==> config.mk <==
export PLATFORM = sky130hd
export DESIGN_NAME = bnn_seq_classifier
export DESIGN_NICKNAME = d
export VERILOG_FILES = /design/src/rtl/bnn_seq_classifier.sv
export SDC_FILE = /design/constraint.sdc
export NUM_CORES = 1
export LEC_CHECK = 0
export CAP_MARGIN = 20
export CORE_ASPECT_RATIO = 0.75
export CORE_MARGIN = 2
export CORE_UTILIZATION = 44
export CTS_CLUSTER_SIZE = 8
export DETAILED_ROUTE_END_ITERATION = 12
export GPL_TIMING_DRIVEN = 0
export HOLD_SLACK_MARGIN = 0.05
export PLACE_DENSITY = 0.75
export SYNTH_ARGS = -nofsm -noshare
export SYNTH_HDL_FRONTEND = slang
export SYNTH_SLANG_ARGS = --single-unit
export TNS_END_PERCENT = 20
==> constraint.sdc <==
create_clock -name clk -period 2.65 [get_ports clk]
set_input_delay 0.53 -clock clk [delete_from_list [all_inputs] [get_ports clk]]
set_output_delay 0.53 -clock clk [all_outputs]
set_load 0.005 [all_outputs]
==> src/rtl/bnn_seq_classifier.sv <==
// bnn_seq_classifier: time-multiplexed binarised neural network classifier.
// Accepts one feature vector per in_valid/in_ready handshake and binarises each feature against
// THRESH. It then evaluates one hidden neuron per cycle and one output class per cycle using
// XNOR-popcount. The argmax class, its score and the hidden activations are returned over an
// out_valid/out_ready handshake. Results are held until the next result is produced.
//
// Ports:
//   clk, rst_n        clock (rising edge), asynchronous active-low reset
//   ena               clock enable; low freezes all state and blocks both handshakes
//   in_valid/in_ready input handshake; in_feat carries feature i at [i*IN_W +: IN_W]
//   out_valid/out_ready output handshake
//   out_class         winning class index (ties go to the lowest index)
//   out_score         winning class popcount
//   out_hidden        hidden activations, bit h = neuron h
//   busy              high whenever a vector is in flight or a result awaits consumption
module bnn_seq_classifier #(
    parameter int unsigned N_IN   = 4,
    parameter int unsigned IN_W   = 4,
    parameter int unsigned THRESH = 8,
    parameter int unsigned N_HID  = 4,
    parameter int unsigned N_OUT  = 4,
    parameter int unsigned BW     = 4,
    parameter logic [N_HID*N_IN-1:0]  W_IH = '0,
    parameter logic [N_HID*BW-1:0]    B_H  = '0,
    parameter logic [N_OUT*N_HID-1:0] W_HO = '0,
    localparam int unsigned CW = (N_OUT > 2) ? $clog2(N_OUT) : 1,
    localparam int unsigned SW = $clog2(N_HID + 1)
) (
    input  logic                 clk,
    input  logic                 rst_n,
    input  logic                 ena,
    input  logic                 in_valid,
    output logic                 in_ready,
    input  logic [N_IN*IN_W-1:0] in_feat,
    output logic                 out_valid,
    input  logic                 out_ready,
    output logic [CW-1:0]        out_class,
    output logic [SW-1:0]        out_score,
    output logic [N_HID-1:0]     out_hidden,
    output logic                 busy
);

    localparam int unsigned PW   = $clog2(N_IN + 1);
    localparam int unsigned SUMW = ((PW > BW) ? PW : BW) + 1;
    localparam int unsigned HW   = (N_HID > 1) ? $clog2(N_HID) : 1;
    localparam logic [HW-1:0] HLast = HW'(N_HID - 1);
    localparam logic [CW-1:0] CLast = CW'(N_OUT - 1);

    typedef enum logic [1:0] {StIdle, StHid, StOut, StDone} state_e;

    state_e            state_q, state_d;
    logic [N_IN-1:0]   xb_q, xb_d;
    logic [N_HID-1:0]  hid_q, hid_d;
    logic [HW-1:0]     h_q, h_d;
    logic [CW-1:0]     c_q, c_d;
    logic [SW-1:0]     max_q, max_d;
    logic [CW-1:0]     arg_q, arg_d;
    logic [CW-1:0]     cls_q, cls_d;
    logic [SW-1:0]     score_q, score_d;
    logic [N_HID-1:0]  hout_q, hout_d;

    logic [N_IN-1:0]   xb_in;
    logic [N_IN-1:0]   w_row;
    logic [BW-1:0]     b_row;
    logic [N_HID-1:0]  ho_row;
    logic [PW-1:0]     p;
    logic [SUMW-1:0]   sum;
    logic              hid_bit;
    logic [SW-1:0]     q;
    logic              take;
    logic [SW-1:0]     max_new;
    logic [CW-1:0]     arg_new;

    // Binarisation of the incoming vector.
    always_comb begin
        xb_in = '0;
        for (int i = 0; i < N_IN; i++) begin
            xb_in[i] = (32'(in_feat[i*IN_W +: IN_W]) >= THRESH);
        end
    end

    // Weight/bias row selection by the current neuron/class counters.
    always_comb begin
        w_row  = '0;
        b_row  = '0;
        ho_row = '0;
        for (int k = 0; k < N_HID; k++) begin
            if (int'(h_q) == k) begin
                w_row = W_IH[k*N_IN +: N_IN];
                b_row = B_H[k*BW +: BW];
            end
        end
        for (int k = 0; k < N_OUT; k++) begin
            if (int'(c_q) == k) begin
                ho_row = W_HO[k*N_HID +: N_HID];
            end
        end
    end

    // Hidden neuron: XNOR-popcount plus signed bias; sum is wide enough to never overflow.
    always_comb begin
        p = '0;
        for (int i = 0; i < N_IN; i++) begin
            p = p + PW'(~(xb_q[i] ^ w_row[i]));
        end
        sum     = {{(SUMW - PW){1'b0}}, p} + {{(SUMW - BW){b_row[BW-1]}}, b_row};
        hid_bit = ~sum[SUMW-1];
    end

    // Output class: XNOR-popcount and running argmax (strict compare keeps the lowest index).
    always_comb begin
        q = '0;
        for (int i = 0; i < N_HID; i++) begin
            q = q + SW'(~(hid_q[i] ^ ho_row[i]));
        end
        take    = (c_q == '0) || (q > max_q);
        max_new = take ? q : max_q;
        arg_new = take ? c_q : arg_q;
    end

    always_comb begin
        state_d = state_q;
        xb_d    = xb_q;
        hid_d   = hid_q;
        h_d     = h_q;
        c_d     = c_q;
        max_d   = max_q;
        arg_d   = arg_q;
        cls_d   = cls_q;
        score_d = score_q;
        hout_d  = hout_q;
        if (ena) begin
            unique case (state_q)
                StIdle: begin
                    if (in_valid) begin
                        xb_d    = xb_in;
                        hid_d   = '0;
                        h_d     = '0;
                        state_d = StHid;
                    end
                end
                StHid: begin
                    hid_d[h_q] = hid_bit;
                    if (h_q == HLast) begin
                        c_d     = '0;
                        max_d   = '0;
                        arg_d   = '0;
                        state_d = StOut;
                    end else begin
                        h_d = h_q + 1'b1;
                    end
                end
                StOut: begin
                    max_d = max_new;
                    arg_d = arg_new;
                    if (c_q == CLast) begin
                        cls_d   = arg_new;
                        score_d = max_new;
                        hout_d  = hid_q;
                        state_d = StDone;
                    end else begin
                        c_d = c_q + 1'b1;
                    end
                end
                StDone: begin
                    if (out_ready) begin
                        state_d = StIdle;
                    end
                end
                default: state_d = StIdle;
            endcase
        end
    end

    always_ff @(posedge clk or negedge rst_n) begin
        if (!rst_n) begin
            state_q <= StIdle;
            xb_q    <= '0;
            hid_q   <= '0;
            h_q     <= '0;
            c_q     <= '0;
            max_q   <= '0;
            arg_q   <= '0;
            cls_q   <= '0;
            score_q <= '0;
            hout_q  <= '0;
        end else begin
            state_q <= state_d;
            xb_q    <= xb_d;
            hid_q   <= hid_d;
            h_q     <= h_d;
            c_q     <= c_d;
            max_q   <= max_d;
            arg_q   <= arg_d;
            cls_q   <= cls_d;
            score_q <= score_d;
            hout_q  <= hout_d;
        end
    end

    assign in_ready   = ena && (state_q == StIdle);
    assign out_valid  = ena && (state_q == StDone);
    assign busy       = (state_q != StIdle);
    assign out_class  = cls_q;
    assign out_score  = score_q;
    assign out_hidden = hout_q;

endmodule

==> results.sh, run 1 <==
export IMPL_status="complete, but fails checks"
export IMPL_n_antenna_cell=0
export IMPL_avgSynthCellArea_sq_um=10.3
export IMPL_fill_cells=246
export IMPL_yosys_area_top_type="dfrtp_1"
export IMPL_arrival_ns=2.85
export IMPL_die_x_um=69.3
export IMPL_place_hpwl_um=2120
export IMPL_clkSinkCount=24
export IMPL_synthArstFlopShare=1.00
export IMPL_setup_ws_ns=-0.0389
export IMPL_die_height_um=53.0
export IMPL_grt_max_degree=25
export IMPL_maxClockFrequency_mhz=372
export IMPL_relSlewSlack=0.770
export IMPL_routed_via_density=5.53
export IMPL_die_area_sq_mm=0.00367
export IMPL_path_max_fanout=5
export IMPL_antenna_found_initial=0
export IMPL_crit_chain="fa_1 > inv_2 > ha_4 > ha_4 > ha_4 > or2_4 > o221a_4 > o2111a_2 > a22o_1"
export IMPL_finalSetupViolCount=5
export IMPL_tightest_slew_ns=0.344
export IMPL_top_layer="met4"
export IMPL_num_rows=17
export IMPL_ys_ff_latch=24
export IMPL_hold_violations=0
export IMPL_path_buf_inv=1
export IMPL_synth_commonest_cells="dfrtp_1 (24), ha_1 (15), inv_1 (15)"
export IMPL_cp_start_kind="flop"
export IMPL_grt_pass1_vias=1113
export IMPL_synth_top_area_share=0.427
export IMPL_tritoncts="yes"
export IMPL_final_nets=198
export IMPL_placed_cells=190
export IMPL_skew_ns=0.00437
export IMPL_cts_made_buffers=3
export IMPL_wl_per_cell_um=14.2
export IMPL_numPortBuffers=16
export IMPL_min_path_type="flop to flop"
export IMPL_met1Wirelength_um=1350
export IMPL_yosysWarnings=0
export IMPL_start_util=0.469
export IMPL_cpMaxStageDelayCell="fa_1"
export IMPL_critical_path_class="flop to flop"
export IMPL_post_layout_nonfiller_instances=198
export IMPL_drt_iter0_markers=44
export IMPL_peakVddDrop_uv=560
export IMPL_wl_met3_um=97
export IMPL_synth_cell_types=32
export IMPL_ys_seq_area_frac=0.427
export IMPL_ios=33
export IMPL_layout_drive_gt1_share=0.163
export IMPL_clock_path_buffers=2
export IMPL_timing_final_crit_share=1.01
export IMPL_layout_area_overhead_vs_synth_pct=27.7
export IMPL_clk_pin_slew_worst_paths_ns=0.09
export IMPL_rsz0062_at_grt="true"
export IMPL_violations="negative setup slack"
export IMPL_endpoint_kind="flop"
export IMPL_drcViolationCount=0
export IMPL_synth_net_count=173
export IMPL_h_tree_depth=1
export IMPL_globalplace_congestion=0.835
export IMPL_grt_pass1_wl_um=4920
export IMPL_final_antenna_net_count=0
export IMPL_leakage_nw=0.800
export IMPL_tns_ns=-0.0843
export IMPL_gr_total_overflow=0
export IMPL_holdPathStages=1
export IMPL_clk_latency_ns=0.27
export IMPL_worst_r2r_path_depth=9
export IMPL_cp_required_ns=2.81
export IMPL_netlist_instances=136
export IMPL_cpMostUsedCell="ha_4"
export IMPL_max_stage_delay_ns=0.56
export IMPL_cts_root_buf="clkbuf_8"
export IMPL_post_synth_top_count_cell="dfrtp_1"
export IMPL_period_needed_ns=2.69
export IMPL_p_per_area_mw_per_mm2=1280
export IMPL_post_synth_instance_area_sq_mm=0.00141
export IMPL_synth_top_cells_by_area="dfrtp_1 (43%), ha_1 (13%), mux2_2 (5.6%), a22o_1 (5.0%), inv_1 (4.0%)"
export IMPL_synth_main_ff_cell="dfrtp_1"
export IMPL_grt_use_total=0.174
export IMPL_crit_cells=9
export IMPL_maxSlewViolCount=0
export IMPL_routed_wirelength_um=2810
export IMPL_hold_buffers=0
export IMPL_dr_wl_met2_um=1300
export IMPL_synth_enable_flop_cells=0
export IMPL_path_delay_family="adder cells"
export IMPL_vias=1094
export IMPL_maxCapViolCount=0
export IMPL_drt_pass1_iterations=4
export IMPL_rrSetupSlack_ns=-0.04
export IMPL_core_sq_mm=0.00300
-- metal layers --
| layer | up-vias | GRT usage |
|---|---|---|
| li1 | 531 | - |
| met1 | 535 | 0.216 |
| met2 | 24 | 0.301 |
| met3 | 4 | 0.0343 |
| met4 | 0 | 0.0784 |
| met5 | - | 0 |
-- cells by family after synthesis --
group	count (synthesis)	share of synthesized area
mux	8	0.0632
buf+inv	19	0.0543
flops	24	0.427
compound gates	39	0.199
simple gates	30	0.109
fa+ha+maj	16	0.148
-- layout make-up --
type | count | area, sq um | area share
repair buffers | 20 | 210 | 0.117
clock buffers | 3 | 41.3 | 0.0230
well taps | 38 | 47.5 | 0.0265
flip-flops and latches | 24 | 601 | 0.334
plain buffers | 4 | 20.0 | 0.0111
multi-input cells | 93 | 790 | 0.440
clock inverters | 1 | 30.0 | 0.0167
inverters | 15 | 56.3 | 0.0314
-- path summary, 6_finish.rpt --
| check | from | to |
|---|---|---|
| max | hid_q[0] | max_q[1] |
| min | max_q[2] | max_q[2] |
| max reg2reg | hid_q[0] | max_q[1] |
| min reg2reg | max_q[2] | max_q[2] |
| max in group asynchronous | rst_n | max_q[2] |
| min in group asynchronous | rst_n | state_q[0] |
-- through the flow --
step / power [mW] / hold slack, ns / utilization / instance area, sq um / setup WS (ns)
floorplan: 1.43 / 0.234 / - / 1430 / 0.00404
CTS: 2.21 / 0.510 / 0.583 / 1750 / -0.0619
global route: 2.50 / 0.537 / 0.599 / 1800 / -0.138
detailed placement: 1.77 / 0.484 / 0.547 / 1640 / -0.144
global placement: 1.72 / 0.485 / 0.547 / 1640 / -0.118
finish: 2.30 / 0.508 / 0.599 / 1800 / -0.0389
-- power by group --
| group | leakage [nW] | internal (mW) | switching, mW | total, mW |
|---|---|---|---|---|
| logic | 0.443 | 0.731 | 0.668 | 1.40 |
| registers | 0.322 | 0.484 | 0.0949 | 0.579 |
| clock network | 0.0357 | 0.202 | 0.120 | 0.322 |
-- registers in the layout, indices dropped and copies added (netlist names) --
name / count
hid_q: 4
out_hidden: 4
max_q: 3
out_score: 3
arg_q: 2
c_q: 2
h_q: 2
out_class: 2
state_q: 2
-- placed cells by master, fill, tap and decap left out, types with 3 or more instances in the layout --
cell type and instances:
dfrtp_1 24, clkdlybuf4s50_1 16, inv_1 14, nor2_1 12
ha_1 11, a22o_1 8, a21oi_1 8, mux2_2 7
o21ai_0 6, a31oi_1 5, buf_4 4, nand2_1 4
nand3b_1 4, ha_4 4, o21ai_1 3, clkbuf_8 3
-- repair_timing --
| action | CTS | global route |
|---|---|---|
| buffers inserted | 3 | 0 |
| resized for setup | 3 | 8 |
| setup endpoints to repair | 7 | 10 |
| pin swaps | 7 | 8 |
(Power assumes the default switching activity.)
==> run 2, diff against run 1 <==
--- a/config.mk
+++ b/config.mk
@@ -7,13 +7,12 @@
 export LEC_CHECK = 0
 export CAP_MARGIN = 20
 export CORE_ASPECT_RATIO = 0.75
-export CORE_MARGIN = 2
-export CORE_UTILIZATION = 44
+export CORE_UTILIZATION = 53
 export CTS_CLUSTER_SIZE = 8
 export DETAILED_ROUTE_END_ITERATION = 12
 export GPL_TIMING_DRIVEN = 0
 export HOLD_SLACK_MARGIN = 0.05
-export PLACE_DENSITY = 0.75
+export PLACE_DENSITY = 0.84
 export SYNTH_ARGS = -nofsm -noshare
 export SYNTH_HDL_FRONTEND = slang
 export SYNTH_SLANG_ARGS = --single-unit
==> constraint.sdc (replaced) <==
create_clock -name clk -period 3.4 [get_ports clk]
set_input_delay 0.68 -clock clk [delete_from_list [all_inputs] [get_ports clk]]
set_output_delay 0.68 -clock clk [all_outputs]
set_load 0.005 [all_outputs]
==> run 2 against run 1 <==
The run now ends clean. Maximum frequency down 9.4%. Final cell count down 3.5%. Critical path depth unchanged. Setup slack better by 0.47 ns. Routed wire length up 2.1%.
==> results.sh, run 2 (synthesis gave the netlist of run 1 again) <==
export IMPL_cpMostUsedCell="ha_1"
export IMPL_grt_pass1_vias=1003
export IMPL_grt_use_total=0.225
export IMPL_rsz0062_at_grt="false"
export IMPL_grt_pass1_wl_um=4550
export IMPL_critical_path_class="flop to flop"
export IMPL_grt_max_degree=25
export IMPL_endpoint_kind="flop"
export IMPL_placed_cells=186
export IMPL_cp_required_ns=3.64
export IMPL_p_per_area_mw_per_mm2=939
export IMPL_timing_final_crit_share=0.873
export IMPL_ios=33
export IMPL_die_height_um=46.6
export IMPL_core_sq_mm=0.00240
export IMPL_clock_path_buffers=2
export IMPL_final_cell_mix="dfrtp_1 (24), clkdlybuf4s50_1 (16), inv_1 (15), ha_1 (15), nor2_1 (12)"
export IMPL_gr_total_overflow=0
export IMPL_routed_via_density=5.68
export IMPL_drt_iter0_markers=21
export IMPL_tritoncts="yes"
export IMPL_period_needed_ns=2.97
export IMPL_maxClockFrequency_mhz=337
export IMPL_seqPwrFrac=0.289
export IMPL_final_antenna_net_count=0
export IMPL_globalplace_congestion=0.886
export IMPL_hold_buffers=0
export IMPL_layout_area_overhead_vs_synth_pct=20.1
export IMPL_regArea_sq_um=601
export IMPL_power_mw=1.59
export IMPL_power_switching_uw=668
export IMPL_vias=1085
export IMPL_post_layout_nonfiller_instances=191
export IMPL_p_clk_frac=0.136
export IMPL_fill_cells=184
export IMPL_finalSetupViolCount=0
export IMPL_clk_pin_slew_worst_paths_ns=0.15
export IMPL_path_max_fanout=8
export IMPL_peakVddDrop_uv=494
export IMPL_max_stage_delay_ns=0.55
export IMPL_skew_ns=0.00659
export IMPL_arrival_ns=3.21
export IMPL_maxSlewViolCount=0
export IMPL_die_area_sq_mm=0.00287
export IMPL_r2r_end="max_q[1]"
export IMPL_cts_root_buf="clkbuf_4"
export IMPL_multi_input_area_sq_um=729
export IMPL_cpMaxStageDelayCell="fa_1"
export IMPL_drt_pass1_iterations=4
export IMPL_clkSinkCount=24
export IMPL_drcViolationCount=0
export IMPL_routed_wirelength_um=2870
export IMPL_antenna_found_initial=0
export IMPL_p_int_uw=917
export IMPL_layout_drive_gt1_share=0.102
export IMPL_tns_ns=0
export IMPL_min_path_type="flop to flop"
export IMPL_h_tree_depth=1
export IMPL_cp_start_kind="flop"
export IMPL_final_common_cell="dfrtp_1"
export IMPL_reg2reg_from="hid_q[0]"
export IMPL_numPortBuffers=16
export IMPL_leakage_nw=0.764
export IMPL_cp_startpoint="hid_q[0]"
export IMPL_worstSetupEndpoint="max_q[1]"
export IMPL_worst_r2r_path_depth=9
export IMPL_p_comb_frac=0.575
export IMPL_status="complete, no violations"
export IMPL_tightest_slew_ns=0.429
export IMPL_cts_made_buffers=3
export IMPL_maxCapViolCount=0
export IMPL_rrSetupSlack_ns=0.43
export IMPL_postCtsSetupRepairBufs=0
export IMPL_clk_latency_ns=0.33
export IMPL_crit_chain="fa_1 > inv_1 > ha_1 > ha_1 > ha_1 > nor2b_1 > o221a_4 > o2111a_2 > a22o_1"
export IMPL_relSlewSlack=0.713
export IMPL_switching_share=0.421
export IMPL_n_antenna_cell=0
export IMPL_start_util=0.585
export IMPL_num_rows=15
export IMPL_final_nets=195
export IMPL_cts_resized=0
export IMPL_die_x_um=61.5
export IMPL_place_hpwl_um=2100
export IMPL_wl_per_cell_um=15.0
export IMPL_hold_violations=0
==> run 2: cell count changes in the layout (fill, tap and decap cells not counted), moves of 3 or more <==
| cell | previous run | this run |
|---|---|---|
| ha_1 | 11 | 15 |
| ha_4 | 4 | 0 |
| buf_4 | 4 | 1 |
| clkbuf_4 | 0 | 3 |
| clkbuf_8 | 3 | 0 |
| o21ai_0 | 6 | 9 |
| o21ai_1 | 3 | 0 |
==> run 2: through the flow <==
step / setup WS [ns] / hold slack (ns) / utilization / area (sq um)
6_report: 0.432 / 0.524 / 0.703 / 1690
5_1_grt: 0.329 / 0.531 / 0.703 / 1690
4_1_cts: 0.461 / 0.524 / 0.692 / 1660
3_5_place_dp: 0.492 / 0.484 / 0.670 / 1610
3_3_place_gp: 0.508 / 0.483 / 0.670 / 1610
2_1_floorplan: 0.658 / 0.384 / - / 1410
==> run 2: layout make-up <==
| cell class | instances | share of cell area |
|---|---|---|
| buffer | 4 | 0.0119 |
| inverter | 15 | 0.0333 |
| clock inverter | 1 | 0.0178 |
| tap | 34 | 0.0252 |
| clock buffer | 3 | 0.0133 |
| multi-input combinational | 93 | 0.432 |
| timing repair buffer | 17 | 0.111 |
| sequential | 24 | 0.356 |
==> run 2: worst min path at each step <==
| stage | from | end | slack (ns) | cells past startpoint |
|---|---|---|---|---|
| final | out_hidden[1] | out_hidden[1] | 0.52 | 1 |
| after global routing | max_q[2] | max_q[2] | 0.53 | 1 |
| after CTS | arg_q[0] | arg_q[0] | 0.52 | 1 |
| after detailed placement | max_q[2] | max_q[2] | 0.48 | 1 |
| after global placement | arg_q[0] | arg_q[0] | 0.48 | 1 |
| after floorplan | rst_n | arg_q[0] | 0.38 | 0 |
==> run 2: routing by layer <==
layer  vias up  GRT usage  wire (um)
li1        531          -          -
met1       519      0.292       1270
met2        33      0.368       1360
met3         2     0.0787        217
met4         0     0.0400         13
met5         -          0          0
==> run 2: worst max-delay path, delay by kind of cell (launching register included) <==
kind                       cells  cell delay [ns]
adders and majority gates      4             1.37
AOI/OAI and AO/OA              3             0.83
DFF                            1             0.46
and+or+nand+nor                1             0.18
buffers and inverters          1             0.04
==> run 2: power groups by stage <==
| stage | logic, mW | registers (mW) | clock network, mW |
|---|---|---|---|
| final | 0.912 | 0.458 | 0.215 |
| after global placement | 0.838 | 0.454 | 0 |
| after global routing | 1.01 | 0.469 | 0.229 |
| after detailed placement | 0.886 | 0.463 | 0 |
| after CTS | 0.892 | 0.457 | 0.213 |
| after floorplan | 0.639 | 0.444 | 0 |
